## src/rtl/dmem_pattern_seq.sv

```systemverilog
// Repeating PERIOD-entry Q15 pattern over a 2^AW address space: registered random read port
// plus a ready/valid replay sequencer. Define DMEM_LOAD_EN to make the pattern runtime-writable.
module dmem_pattern_seq #(
   parameter int DW     = 16,
   parameter int AW     = 9,
   parameter int PERIOD = 20,
   parameter int IW     = (PERIOD > 1) ? $clog2(PERIOD) : 1
) (
   input  logic          clk,
   input  logic          rst,
`ifdef DMEM_LOAD_EN
   input  logic          wr_en,
   input  logic [IW-1:0] wr_idx,
   input  logic [DW-1:0] wr_data,
`endif
   input  logic          rd_en,
   input  logic [AW-1:0] rd_addr,
   output logic [DW-1:0] rd_data,
   output logic          rd_valid,
   input  logic          st_start,
   input  logic [AW-1:0] st_base,
   input  logic [AW-1:0] st_len,
   output logic          s_valid,
   input  logic          s_ready,
   output logic [DW-1:0] s_data,
   output logic          s_last,
   output logic          st_busy
);

   typedef enum logic {IDLE, RUN} state_e;

   // Default table value for entry k, left-aligned (or truncated from the MSB) to DW bits.
   function automatic logic [DW-1:0] dflt(input logic [31:0] k);
      logic [15:0]    v;
      logic [DW+15:0] wide;
      case (k % 32'd20)
         32'd0:   v = 16'h7FFF;  32'd1:  v = 16'h0C88;  32'd2:  v = 16'h1897;
         32'd3:   v = 16'h1446;  32'd4:  v = 16'h0000;  32'd5:  v = 16'h1446;
         32'd6:   v = 16'hF99E;  32'd7:  v = 16'h0C88;  32'd8:  v = 16'hFCCA;
         32'd9:   v = 16'h0000;  32'd10: v = 16'h0336;  32'd11: v = 16'hF378;
         32'd12:  v = 16'h0662;  32'd13: v = 16'hEBBA;  32'd14: v = 16'h0000;
         32'd15:  v = 16'hEBBA;  32'd16: v = 16'hE769;  32'd17: v = 16'hF378;
         32'd18:  v = 16'h8000;  default: v = 16'h0000;
      endcase
      wide = {v, {DW{1'b0}}};
      return wide[DW+15 -: DW];
   endfunction

   // One extra bit so PERIOD == 2^AW does not truncate to a zero divisor.
   function automatic logic [IW-1:0] to_idx(input logic [AW-1:0] a);
      logic [AW:0] m;
      m = {1'b0, a} % (AW+1)'(PERIOD);
      return m[IW-1:0];
   endfunction

   state_e        state_q, state_d;
   logic [IW-1:0] idx_q, idx_d;
   logic [AW-1:0] rem_q, rem_d;
   logic          s_last_q, s_last_d;
   logic [DW-1:0] s_data_q, s_data_d;
   logic [DW-1:0] rd_data_q, rd_data_d;
   logic          rd_valid_q, rd_valid_d;
   logic [IW-1:0] rd_idx;
   logic [DW-1:0] rd_ent, st_ent;

   assign rd_idx = to_idx(rd_addr);

`ifdef DMEM_LOAD_EN
   logic [DW-1:0] mem_q [PERIOD];
   logic [DW-1:0] mem_d [PERIOD];

   // Writes are frozen during a stream so a stalled s_data can never change underneath.
   always_comb begin
      mem_d = mem_q;
      if (wr_en && state_q == IDLE && 32'(wr_idx) < PERIOD)
         mem_d[wr_idx] = wr_data;
   end

   always_ff @(posedge clk) begin
      if (rst) begin
         for (int i = 0; i < PERIOD; i++) mem_q[i] <= dflt(32'(i));
      end else begin
         mem_q <= mem_d;
      end
   end

   assign rd_ent = mem_q[rd_idx];
   assign st_ent = mem_d[idx_d];
`else
   assign rd_ent = dflt(32'(rd_idx));
   assign st_ent = dflt(32'(idx_d));
`endif

   always_comb begin
      rd_valid_d = rd_en;
      rd_data_d  = rd_en ? rd_ent : rd_data_q;
   end

   always_comb begin
      state_d  = state_q;
      idx_d    = idx_q;
      rem_d    = rem_q;
      s_last_d = s_last_q;
      case (state_q)
         IDLE: if (st_start && st_len != '0) begin
            state_d  = RUN;
            idx_d    = to_idx(st_base);
            rem_d    = st_len;
            s_last_d = (st_len == AW'(1));
         end
         RUN: if (s_ready) begin
            if (s_last_q) begin
               state_d  = IDLE;
               s_last_d = 1'b0;
            end else begin
               idx_d    = (idx_q == IW'(PERIOD-1)) ? '0 : idx_q + 1'b1;
               rem_d    = rem_q - 1'b1;
               s_last_d = (rem_q == AW'(2));
            end
         end
         default: state_d = IDLE;
      endcase
   end

   always_comb begin
      s_data_d = (state_d == RUN) ? st_ent : s_data_q;
   end

   always_ff @(posedge clk) begin
      if (rst) begin
         state_q    <= IDLE;
         idx_q      <= '0;
         rem_q      <= '0;
         s_last_q   <= 1'b0;
         s_data_q   <= '0;
         rd_data_q  <= '0;
         rd_valid_q <= 1'b0;
      end else begin
         state_q    <= state_d;
         idx_q      <= idx_d;
         rem_q      <= rem_d;
         s_last_q   <= s_last_d;
         s_data_q   <= s_data_d;
         rd_data_q  <= rd_data_d;
         rd_valid_q <= rd_valid_d;
      end
   end

   assign rd_data  = rd_data_q;
   assign rd_valid = rd_valid_q;
   assign s_valid  = (state_q == RUN);
   assign st_busy  = (state_q == RUN);
   assign s_last   = s_last_q;
   assign s_data   = s_data_q;

endmodule

```

## config.mk

```make
export PLATFORM = sky130hd
export DESIGN_NAME = dmem_pattern_seq
export DESIGN_NICKNAME = d
export VERILOG_FILES = /design/src/rtl/dmem_pattern_seq.sv
export SDC_FILE = /design/constraint.sdc
export NUM_CORES = 1
export LEC_CHECK = 0
export BUFFER_PORTS_ARGS = -buffer_cell sky130_fd_sc_hd__buf_4
export CAP_MARGIN = 30
export CORE_ASPECT_RATIO = 0.8
export CORE_MARGIN = 8
export CORE_UTILIZATION = 30
export CTS_CLUSTER_DIAMETER = 100
export CTS_CLUSTER_SIZE = 40
export DETAILED_ROUTE_END_ITERATION = 12
export PLACE_DENSITY = 0.59
export SETUP_SLACK_MARGIN = 0.15
export SYNTH_ARGS = -nofsm -noshare
export SYNTH_HDL_FRONTEND = slang
export SYNTH_SLANG_ARGS = --single-unit
```

## constraint.sdc

```tcl
create_clock -name clk -period 3.8 [get_ports clk]
set_input_delay 0.19 -clock clk [delete_from_list [all_inputs] [get_ports clk]]
set_output_delay 0.19 -clock clk [all_outputs]
set_load 0.02 [all_outputs]
```

==> results.tsv, run 1 <==
metric	value	unit
outcome	completed	
Tcrit/Tclk final	91.6	%
ANT nets after route	0	
sequential area share after synthesis	19.2	%
initial antenna violation count	0	
Root Driver	clkbuf_16	
syn_nets	629	
Num CTS Buffers	5	
crit end category	register	
min cycle time layout	3.48	ns
Die H	125	um
first drt pass iteration count	5	
FF+latch area	861	um2
first-pass GRT wire length	22900	um
final hold violation count	0	
post-DR wirelength/cell	16.6	um
clk_skew	0.00885	ns
crit path DAT	3.67	ns
H-tree Lvls	2	
effective utilization at floorplan	30.3	%
IO Port Bufs	67	
die width	153	um
gate count after technology mapping	580	
core area	14800	um2
ANT cells	0	
post-synthesis area per instance	7.74	um2
CP Launch Type	input pin	
GP Congestion	0.911	
leakage power	2.22	nW
HP Class	input pin to register	
nets	692	
Post-Place Cells	824	
Design Area, Final	5460	um2
synthesized flop and latch total	43	
RSZ-0062 raised after global routing	no	
slew margin rel.	31.6	%
CTS tree	done	
# rows	40	
GRT Overall Usage	14.0	%
vias per std cell	5.67	
PwrDens	412	nW/um2
Multi-input gate area	3350	um2
Via Count	4716	
die area	19200	um2
drt drc	0	
VDD IR max	0.193	mV
Netlist Area Pre-Place	4490	um2
CTS Sinks	43	
# IOs	68	
Routed WL	13800	um
predominant post-synthesis flop cell	dfxtp_1	
final setup fails	0	
Final Util	36.9	%
Slew @ Worst Pin	1.02	ns
Iter 0 DRT Violations	329	
CP Cell Sequence	buf_4 > buf_4 > nor2b_2 > and3_1 > a211o_1 > nand2b_1 > maj3_1 > o21ai_2 > inv_1 > ha_4 > clkinv_4 > nand4_1 > and2_1 > o32ai_2 > a22oi_2 > buf_4 > buf_4 > a32o_1 > a22o_1	
Worst path slowest cell	maj3_1	
hpwl dp	10600	um
CP Class	input pin to register	
Clock transition at path regs	0.07	ns
Post-synth EDFFs	0	
Max Buffers Root-to-Sink	2	
Synth warnings	0	
Finished Layout Cells	832	
CP required	3.99	ns
grt ovf	0	
Max Fanout on Critical Path	13	
Filler Cell Count	1546	
ys async rst share	0	%
fmax	0.287	GHz
post-synthesis cell type count	99	
largest stage delay on the critical path	0.39	ns
clk_lat worst skew	0.29	ns
Layout area overhead	21.7	%
Critical Path Most Common Cell	buf_4	
layout cells sized above 1	23.6	%
largest net degree at the start of global routing	32	
vias in the first global route	4531	
placed instance area	5250	um2
Final Slew Violations	0	
maxcap violations	0	
==> through the flow <==
step / power (mW) / worst slack, ns / TNS, ns / hold slack, ns
after floorplan: 1.39 / 0.168 / 0 / 0.328
after global placement: 1.72 / 0.0160 / 0 / 0.439
after detailed placement: 1.74 / -0.0637 / -0.287 / 0.448
after CTS: 2.24 / 0.246 / 0 / 0.149
after global routing: 2.39 / 0.155 / 0 / 0.142
final: 2.25 / 0.319 / 0 / 0.157
==> critical path: cells and delay by family <==
family	cells	cell delay, ns
AOI/OAI and AO/OA	6	1.26
adders and majority gates	2	0.59
buffers and inverters	6	0.75
and+or+nand+nor	5	0.87
==> cell families (layout without fill, tap and decap cells) <==
family	count (synthesis)	count (layout)	synth area share (%)
multiplexers	21	21	4.74
flip-flops	43	43	19.2
buffers and inverters	69	132	7.27
XOR/XNOR	14	14	3.32
adder cells (fa/ha/maj)	19	19	5.18
AND/OR/NAND/NOR	224	224	27.4
AO/OA/AOI/OAI	190	190	32.9
==> cell type report <==
type / count / area share (%)
multi-input combinational: 468 / 61.4
sequential: 43 / 15.8
timing repair buffer: 99 / 13.7
tap: 189 / 4.33
clock buffer: 5 / 2.29
inverter: 26 / 1.88
clock inverter: 2 / 0.687
==> cells in the final DEF, fill, tap and decap left out, types with 5 or more instances in the layout <==
master | netlist | routed
a211o_1 | 7 | 7
o21ai_1 | 11 | 13
or3_1 | 7 | 7
nand3_1 | 16 | 16
clkbuf_16 | 0 | 5
nand3b_1 | 7 | 7
o22ai_1 | 13 | 13
o211ai_1 | 7 | 7
mux2i_1 | 19 | 19
a22o_1 | 6 | 6
buf_4 | 7 | 98
a211oi_1 | 8 | 7
nor2b_1 | 12 | 11
nand2b_1 | 12 | 12
nand2_1 | 59 | 59
ha_1 | 17 | 15
dfxtp_1 | 43 | 43
nor2_1 | 47 | 47
a31oi_1 | 8 | 8
a22oi_1 | 8 | 8
inv_1 | 23 | 23
o31ai_1 | 5 | 5
a21oi_1 | 34 | 33
nor3_1 | 10 | 9
nor3b_1 | 5 | 5
o21ai_0 | 21 | 18
nor4_1 | 5 | 5
o32ai_1 | 7 | 5
xnor2_1 | 10 | 10
==> final timing paths <==
check	start	to	slack, ns	cells past startpoint
worst min register to register	s_data[8]$_SDFFE_PP0P_	s_data[8]$_SDFFE_PP0P_	0.45	2
worst min-delay path	st_len[7]	rem_q[7]$_SDFFE_PP0P_	0.16	3
worst max register to register	idx_q[0]$_SDFF_PP0_	s_data[11]$_SDFFE_PP0P_	0.36	14
worst max-delay path	rd_addr[6]	rd_data[2]$_SDFFE_PP0P_	0.32	19
==> sequential cells by signal, indices dropped and copies added (netlist names) <==
signal,cells
rd_data,13
s_data,13
rem_q,9
idx_q,5
rd_valid,1
s_last,1
s_valid,1
==> Yosys cell counts (5+ instances only) <==
master / number / area [um2]
a211o_1: 7 / 61.3
a211oi_1: 8 / 60.1
a21oi_1: 34 / 170
a22o_1: 6 / 52.6
a22oi_1: 8 / 60.1
a31oi_1: 8 / 50.1
and2_1: 5 / 31.3
buf_2: 15 / 75.1
buf_4: 7 / 52.6
clkbuf_1: 17 / 63.8
dfxtp_1: 43 / 861
ha_1: 17 / 213
inv_1: 23 / 86.3
mux2i_1: 19 / 190
nand2_1: 59 / 221
nand2b_1: 12 / 75.1
nand3_1: 16 / 80.1
nand3b_1: 7 / 52.6
nor2_1: 47 / 176
nor2b_1: 12 / 75.1
nor3_1: 10 / 50.1
nor3b_1: 5 / 37.5
nor4_1: 5 / 31.3
o211ai_1: 7 / 52.6
o21ai_0: 21 / 105
o21ai_1: 11 / 55.1
o22ai_1: 13 / 81.3
o31ai_1: 5 / 37.5
o32ai_1: 7 / 61.3
or3_1: 7 / 43.8
xnor2_1: 10 / 87.6
==> power breakdown <==
part | switching [mW] | leakage, nW | internal (mW)
Sequential | 0.0588 | 0.354 | 0.520
Combinational | 0.670 | 1.79 | 0.510
Clock | 0.184 | 0.0759 | 0.307
==> repair_timing <==
item,CTS,global route
hold buffers,0,0
gates resized for setup,0,12
buffers inserted,0,1
endpoints found under the setup margin,0,17
==> per-layer routing <==
metal  track usage, %  vias up  share of wire (%)
li1                 -     2306                  -
met1             18.8     2243                 48
met2             22.7      153                 45
met3             2.82       14                5.9
met4             3.14        0                1.2
met5                0        -                  0
Note: power is estimated with default switching activity, not from simulation.
==> run 2, diff against run 1 <==
Settings changed: RECOVER_POWER set to 50.
==> run 2 against run 1 <==
Effect of this change: the flow now finishes with violations (max-capacitance violations, max-slew violations); power fell by 2.5%; flip-flop and latch count did not move; clock skew barely moved; worst setup slack got worse by 0.019 ns; critical path type unchanged; clock-buffer cell count did not move; global-route usage did not move; cell area fell by 2.6%; non-clock buffer count did not move; routed wire length fell by 0.13%; sequential share of layout area rose by 0.42 points.
==> results.tsv, run 2 (synthesis results as in run 1) <==
metric	value	unit	change
min cycle time layout	3.50	ns	was 3.48 ns
setup_tns	0	ns	unchanged
nets	692		unchanged
layout cells sized above 1	17.7	%	was 23.6%
CP required	3.90	ns	was 3.99 ns
VDD IR max	0.185	mV	was 0.193 mV
setup slack, reg-to-reg	0.35	ns	was 0.36 ns
Layout area overhead	18.5	%	was 21.7%
failing checks	max-capacitance violations, max-slew violations		
Critical Path Most Common Cell	buf_4		unchanged
Hold Path Origin	st_len[7]		unchanged
Design Area, Final	5320	um2	was 5460 um2
GRT Overall Usage	14.0	%	unchanged
crit end category	register		unchanged
clk_skew	0.00916	ns	was 0.00885 ns
cells on worst reg2reg path	14		unchanged
die area	19200	um2	unchanged
Worst path slowest cell	maj3_1		unchanged
Hold Crit Endpoint	rem_q[7]$_SDFFE_PP0P_		unchanged
Final Slew Violations	32		was 0
maxcap violations	1		was 0
largest net degree at the start of global routing	32		unchanged
Routed WL	13800	um	about the same
ANT nets after route	0		unchanged
PwrDens	412	nW/um2	about the same
first drt pass iteration count	5		unchanged
first-pass GRT wire length	22900	um	unchanged
grt ovf	0		unchanged
M3 GR Usage	2.82	%	unchanged
routing usage on met1	18.8	%	unchanged
Iter 0 DRT Violations	328		was 329
# rows	40		unchanged
fmax	0.286	GHz	was 0.287 GHz
final setup fails	0		unchanged
# IOs	68		unchanged
most common cell after layout, fill and taps aside	buf_4		unchanged
IO Port Bufs	67		unchanged
CTS tree	done		unchanged
clk_lat worst skew	0.29	ns	about the same
Die H	125	um	unchanged
hpwl dp	10600	um	unchanged
Root Driver	clkbuf_16		unchanged
cts hold-fix bufs	0		unchanged
core area	14800	um2	unchanged
Top delay family on crit path	compound AO/OA/AOI/OAI gates		unchanged
Via Count	4707		was 4716
worst setup margin	0.299	ns	was 0.319 ns
vias in the first global route	4531		unchanged
Buf/Inv on CP	4		was 6
highest-count cells in the layout ignoring fill and taps	buf_4 (60), nand2_1 (59), nor2_1 (47)		was buf_4 (98), nand2_1 (59), nor2_1 (47)
CP Launch Type	input pin		unchanged
H-tree Lvls	2		unchanged
effective utilization at floorplan	30.3	%	unchanged
Filler Cell Count	1584		was 1546
worst r2r src	idx_q[0]$_SDFF_PP0_		unchanged
Finished Layout Cells	832		unchanged
slew margin rel.	-5.68	%	was 31.6%
Clock transition at path regs	0.07	ns	about the same
CP Cell Sequence	buf_4 > buf_4 > nor2b_2 > and3_1 > a211o_1 > nand2b_1 > maj3_1 > o21ai_2 > inv_1 > ha_4 > clkinv_4 > nand4_1 > and2_1 > o32ai_2 > a22o_1 > mux2i_1 > o22ai_1 > o21ai_0 > a21oi_1		was buf_4 > buf_4 > nor2b_2 > and3_1 > a211o_1 > nand2b_1 > maj3_1 > o21ai_2 > inv_1 > ha_4 > clkinv_4 > nand4_1 > and2_1 > o32ai_2 > a22oi_2 > buf_4 > buf_4 > a32o_1 > a22o_1
Place WS	-0.0637	ns	unchanged
CP Class	input pin to register		unchanged
HP Class	input pin to register		unchanged
GRT Max-Usage Layer	met2		unchanged
post-DR wirelength/cell	16.6	um	about the same
Max Fanout on Critical Path	13		unchanged
r2r endpoint	s_data[11]$_SDFFE_PP0P_		unchanged
leakage power	2.06	nW	was 2.22 nW
placed instance area	5250	um2	unchanged
ANT cells	0		unchanged
crit path DAT	3.61	ns	was 3.67 ns
CTS Sinks	43		unchanged
die width	153	um	unchanged
Post-Place Cells	824		unchanged
GR Util met2	22.7	%	unchanged
outcome	complete, but fails checks		was completed
drt drc	0		unchanged
final hold violation count	0		unchanged
largest stage delay on the critical path	0.39	ns	about the same
Final Util	35.9	%	was 36.9%
GP Congestion	0.911		unchanged
initial antenna violation count	0		unchanged
Tcrit/Tclk final	92.1	%	was 91.6%
Num CTS Buffers	5		unchanged
vias per std cell	5.66		was 5.67
RSZ-0062 raised after global routing	no		unchanged
Slew @ Worst Pin	1.59	ns	was 1.02 ns
Max Buffers Root-to-Sink	2		unchanged
Hold Path Depth	3		unchanged
## run 2: cell types whose count changed in the layout (fill, tap and decap cells not counted), sizes merged
cell,change
buf,-38
clkbuf,+38
## run 2: power breakdown
| group | switching [mW] | total [mW] | internal (mW) |
|---|---|---|---|
| combinational | 0.669 | 1.12 | 0.456 |
| clock | 0.185 | 0.492 | 0.307 |
| sequential | 0.0572 | 0.577 | 0.520 |
## run 2: layout make-up
class,count,area [um2],area share [%]
multi-input combinational,468,3350,63.0
tap,189,236,4.44
sequential,43,861,16.2
inverter,26,103,1.93
clock inverter,2,37.5,0.706
clock buffer,5,125,2.35
timing repair buffer,99,604,11.4
## run 2: worst max path at each step
stage / from / to / slack, ns / cells after the start
after floorplan: rd_addr[6] / rd_data[4]$_SDFFE_PP0P_ / 0.17 / 20
after global placement: rd_addr[3] / rd_data[14]$_SDFFE_PP0P_ / 0.02 / 18
after detailed placement: rd_addr[3] / rd_data[10]$_SDFFE_PP0P_ / -0.06 / 20
after CTS: rd_addr[3] / rd_data[14]$_SDFFE_PP0P_ / 0.25 / 18
after global routing: rd_addr[6] / rd_data[8]$_SDFFE_PP0P_ / 0.09 / 19
final: rd_addr[6] / rd_data[8]$_SDFFE_PP0P_ / 0.30 / 19
## run 2: through the flow
stage / power (mW) / hold WS [ns]
floorplan: 1.39 / 0.328
global placement: 1.72 / 0.439
detailed placement: 1.74 / 0.448
CTS: 2.24 / 0.149
global route: 2.34 / 0.142
finish: 2.19 / 0.158
## run 2: timing repair
action	CTS	global route
resized for setup	0	12
buffers inserted	0	1
endpoints found under the setup margin	0	17
## run 2: routing by layer
layer	share of wire, %	vias to the layer above	wire (um)
li1	-	2306	-
met2	46	143	6340
met5	0	-	0
met1	48	2246	6580
met3	5.5	12	762
met4	1.1	0	147
## run 2: worst min-delay path, stage by stage
cell and delay [ns]:
buf_4 0.09, a21oi_1 0.06, nor2_1 0.07
==> run 3, diff against run 2 <==
Settings changed: CORE_UTILIZATION 30 to 35, PLACE_DENSITY 0.59 to 0.63.
==> run 3 against run 2 <==
Effect of this change: the run still ends with max-capacitance violations, max-slew violations left; register-to-register slack better by 0.07 ns; routed wire length down 3.3%; highest routed layer unchanged; maximum frequency down 1.2%; first-iteration DRC count down 0.91%; largest power group unchanged; clock power down 1%; clock skew down 0.0032 ns.
==> results.tsv, run 3 (synthesis results as in run 1) <==
metric	value	unit	change
post-DR wirelength/cell	16.3	um	was 16.6 um
PwrDens	410	nW/um2	was 412 nW/um2
Critical Path Most Common Cell	buf_4		unchanged
Final Util	42.2	%	was 35.9%
most common cell after layout, fill and taps aside	buf_4		unchanged
die width	143	um	was 153 um
maxcap violations	1		unchanged
CP Cell Sequence	buf_4 > or3b_2 > a22oi_1 > o32a_1 > and2_4 > xnor2_1 > or3_1 > ha_4 > clkinv_4 > nand4_1 > and2_1 > o32ai_2 > a22oi_2 > buf_4 > or4_1 > a21oi_1		was buf_4 > buf_4 > nor2b_2 > and3_1 > a211o_1 > nand2b_1 > maj3_1 > o21ai_2 > inv_1 > ha_4 > clkinv_4 > nand4_1 > and2_1 > o32ai_2 > a22o_1 > mux2i_1 > o22ai_1 > o21ai_0 > a21oi_1
Via Count	4724		was 4707
GP Congestion	0.921		was 0.911
Layout area overhead	19.4	%	was 18.5%
Clock transition at path regs	0.06	ns	was 0.07 ns
RSZ-0062 raised after global routing	no		unchanged
initial antenna violation count	0		unchanged
crit end category	register		unchanged
CP Class	input pin to register		unchanged
layout cells sized above 1	18.4	%	was 17.7%
CTS Sinks	43		unchanged
outcome	complete, but fails checks		unchanged
Tcrit/Tclk final	93.3	%	was 92.1%
die area	16700	um2	was 19200 um2
Worst path slowest cell	or4_1		was maj3_1
highest-count cells in the layout ignoring fill and taps	buf_4 (64), nand2_1 (59), nor2_1 (47)		was buf_4 (60), nand2_1 (59), nor2_1 (47)
CTS tree	done		unchanged
Routed WL	13400	um	was 13800 um
final hold violation count	0		unchanged
min cycle time layout	3.54	ns	was 3.50 ns
core area	12700	um2	was 14800 um2
Num CTS Buffers	5		unchanged
CP required	3.99	ns	was 3.90 ns
Root Driver	clkbuf_16		unchanged
Design Area, Final	5360	um2	was 5320 um2
GRT Overall Usage	15.5	%	was 14.0%
CP Launch Type	input pin		unchanged
failing checks	max-capacitance violations, max-slew violations		unchanged
Slew @ Worst Pin	1.60	ns	was 1.59 ns
IO Port Bufs	67		unchanged
Final Power	2.20	mW	was 2.19 mW
crit path DAT	3.74	ns	was 3.61 ns
nets	696		was 692
largest net degree at the start of global routing	32		unchanged
first drt pass iteration count	5		unchanged
grt ovf	0		unchanged
placed instance area	5240	um2	was 5250 um2
Iter 0 DRT Violations	325		was 328
ANT cells	0		unchanged
ANT nets after route	0		unchanged
fmax	0.282	GHz	was 0.286 GHz
VDD IR max	0.230	mV	was 0.185 mV
first-pass GRT wire length	22100	um	was 22900 um
clk_skew	0.00593	ns	was 0.00916 ns
slew margin rel.	-6.53	%	was -5.68%
HP Class	input pin to register		unchanged
# IOs	68		unchanged
clk_lat worst skew	0.28	ns	was 0.29 ns
final setup fails	0		unchanged
hpwl dp	10200	um	was 10600 um
Final Slew Violations	32		unchanged
Die H	117	um	was 125 um
drt drc	0		unchanged
leakage power	2.09	nW	was 2.06 nW
vias in the first global route	4381		was 4531
effective utilization at floorplan	35.4	%	was 30.3%
Max Buffers Root-to-Sink	2		unchanged
setup_tns	0	ns	unchanged
Max Fanout on Critical Path	7		was 13
vias per std cell	5.75		was 5.66
# rows	37		was 40
H-tree Lvls	2		unchanged
largest stage delay on the critical path	0.51	ns	was 0.39 ns
## run 3: worst paths after layout
| kind | from | endpoint | slack, ns | cells after the start |
|---|---|---|---|---|
| worst max-delay path | rd_addr[3] | rd_data[0]$_SDFFE_PP0P_ | 0.26 | 16 |
| worst min-delay path | st_len[7] | rem_q[7]$_SDFFE_PP0P_ | 0.16 | 3 |
| worst max register to register | idx_q[0]$_SDFF_PP0_ | s_data[14]$_SDFFE_PP0P_ | 0.42 | 14 |
| worst min register to register | s_data[6]$_SDFFE_PP0P_ | s_data[6]$_SDFFE_PP0P_ | 0.45 | 2 |
## run 3: final cells by class
cell class	count	area (um2)
Fill cell	1330	7330
Multi-Input combinational cell	468	3360
Sequential cell	43	861
Timing Repair Buffer	103	651
Tap cell	175	219
Clock buffer	5	125
Inverter	26	103
Clock inverter	2	37.5
## run 3: per-layer routing
metal	share of wire (%)	vias up	track usage, %
li1	-	2312	-
met1	48	2262	21.3
met2	46	144	24.4
met3	6.0	6	3.45
met4	0.52	0	2.92
met5	0	-	0
## run 3: report_power, final
part	internal (mW)	total, mW	switching [mW]
registers	0.520	0.574	0.0533
clock network	0.306	0.486	0.180
logic	0.467	1.14	0.672
## run 3: through the flow
| step | hold slack, ns | setup WS [ns] | cells |
|---|---|---|---|
| floorplan | 0.328 | 0.168 | 580 |
| global placement | 0.440 | 0.0354 | 810 |
| detailed placement | 0.447 | -0.0777 | 810 |
| CTS | 0.151 | 0.209 | 817 |
| global route | 0.152 | 0.137 | 822 |
| finish | 0.156 | 0.256 | 822 |
## run 3: timing repair
item	4_1_cts	5_1_grt
hold buffers	0	0
resized for setup	0	13
setup buffers	0	4
setup endpoints to repair	0	20
## run 3: worst max-delay path, delay by kind of cell
family	cells	cell delay, ns
AOI/OAI and AO/OA	5	1.02
xor gates and xnor gates	1	0.06
adders and majority gates	1	0.21
buffers and inverters	3	0.33
and+or+nand+nor	6	1.91
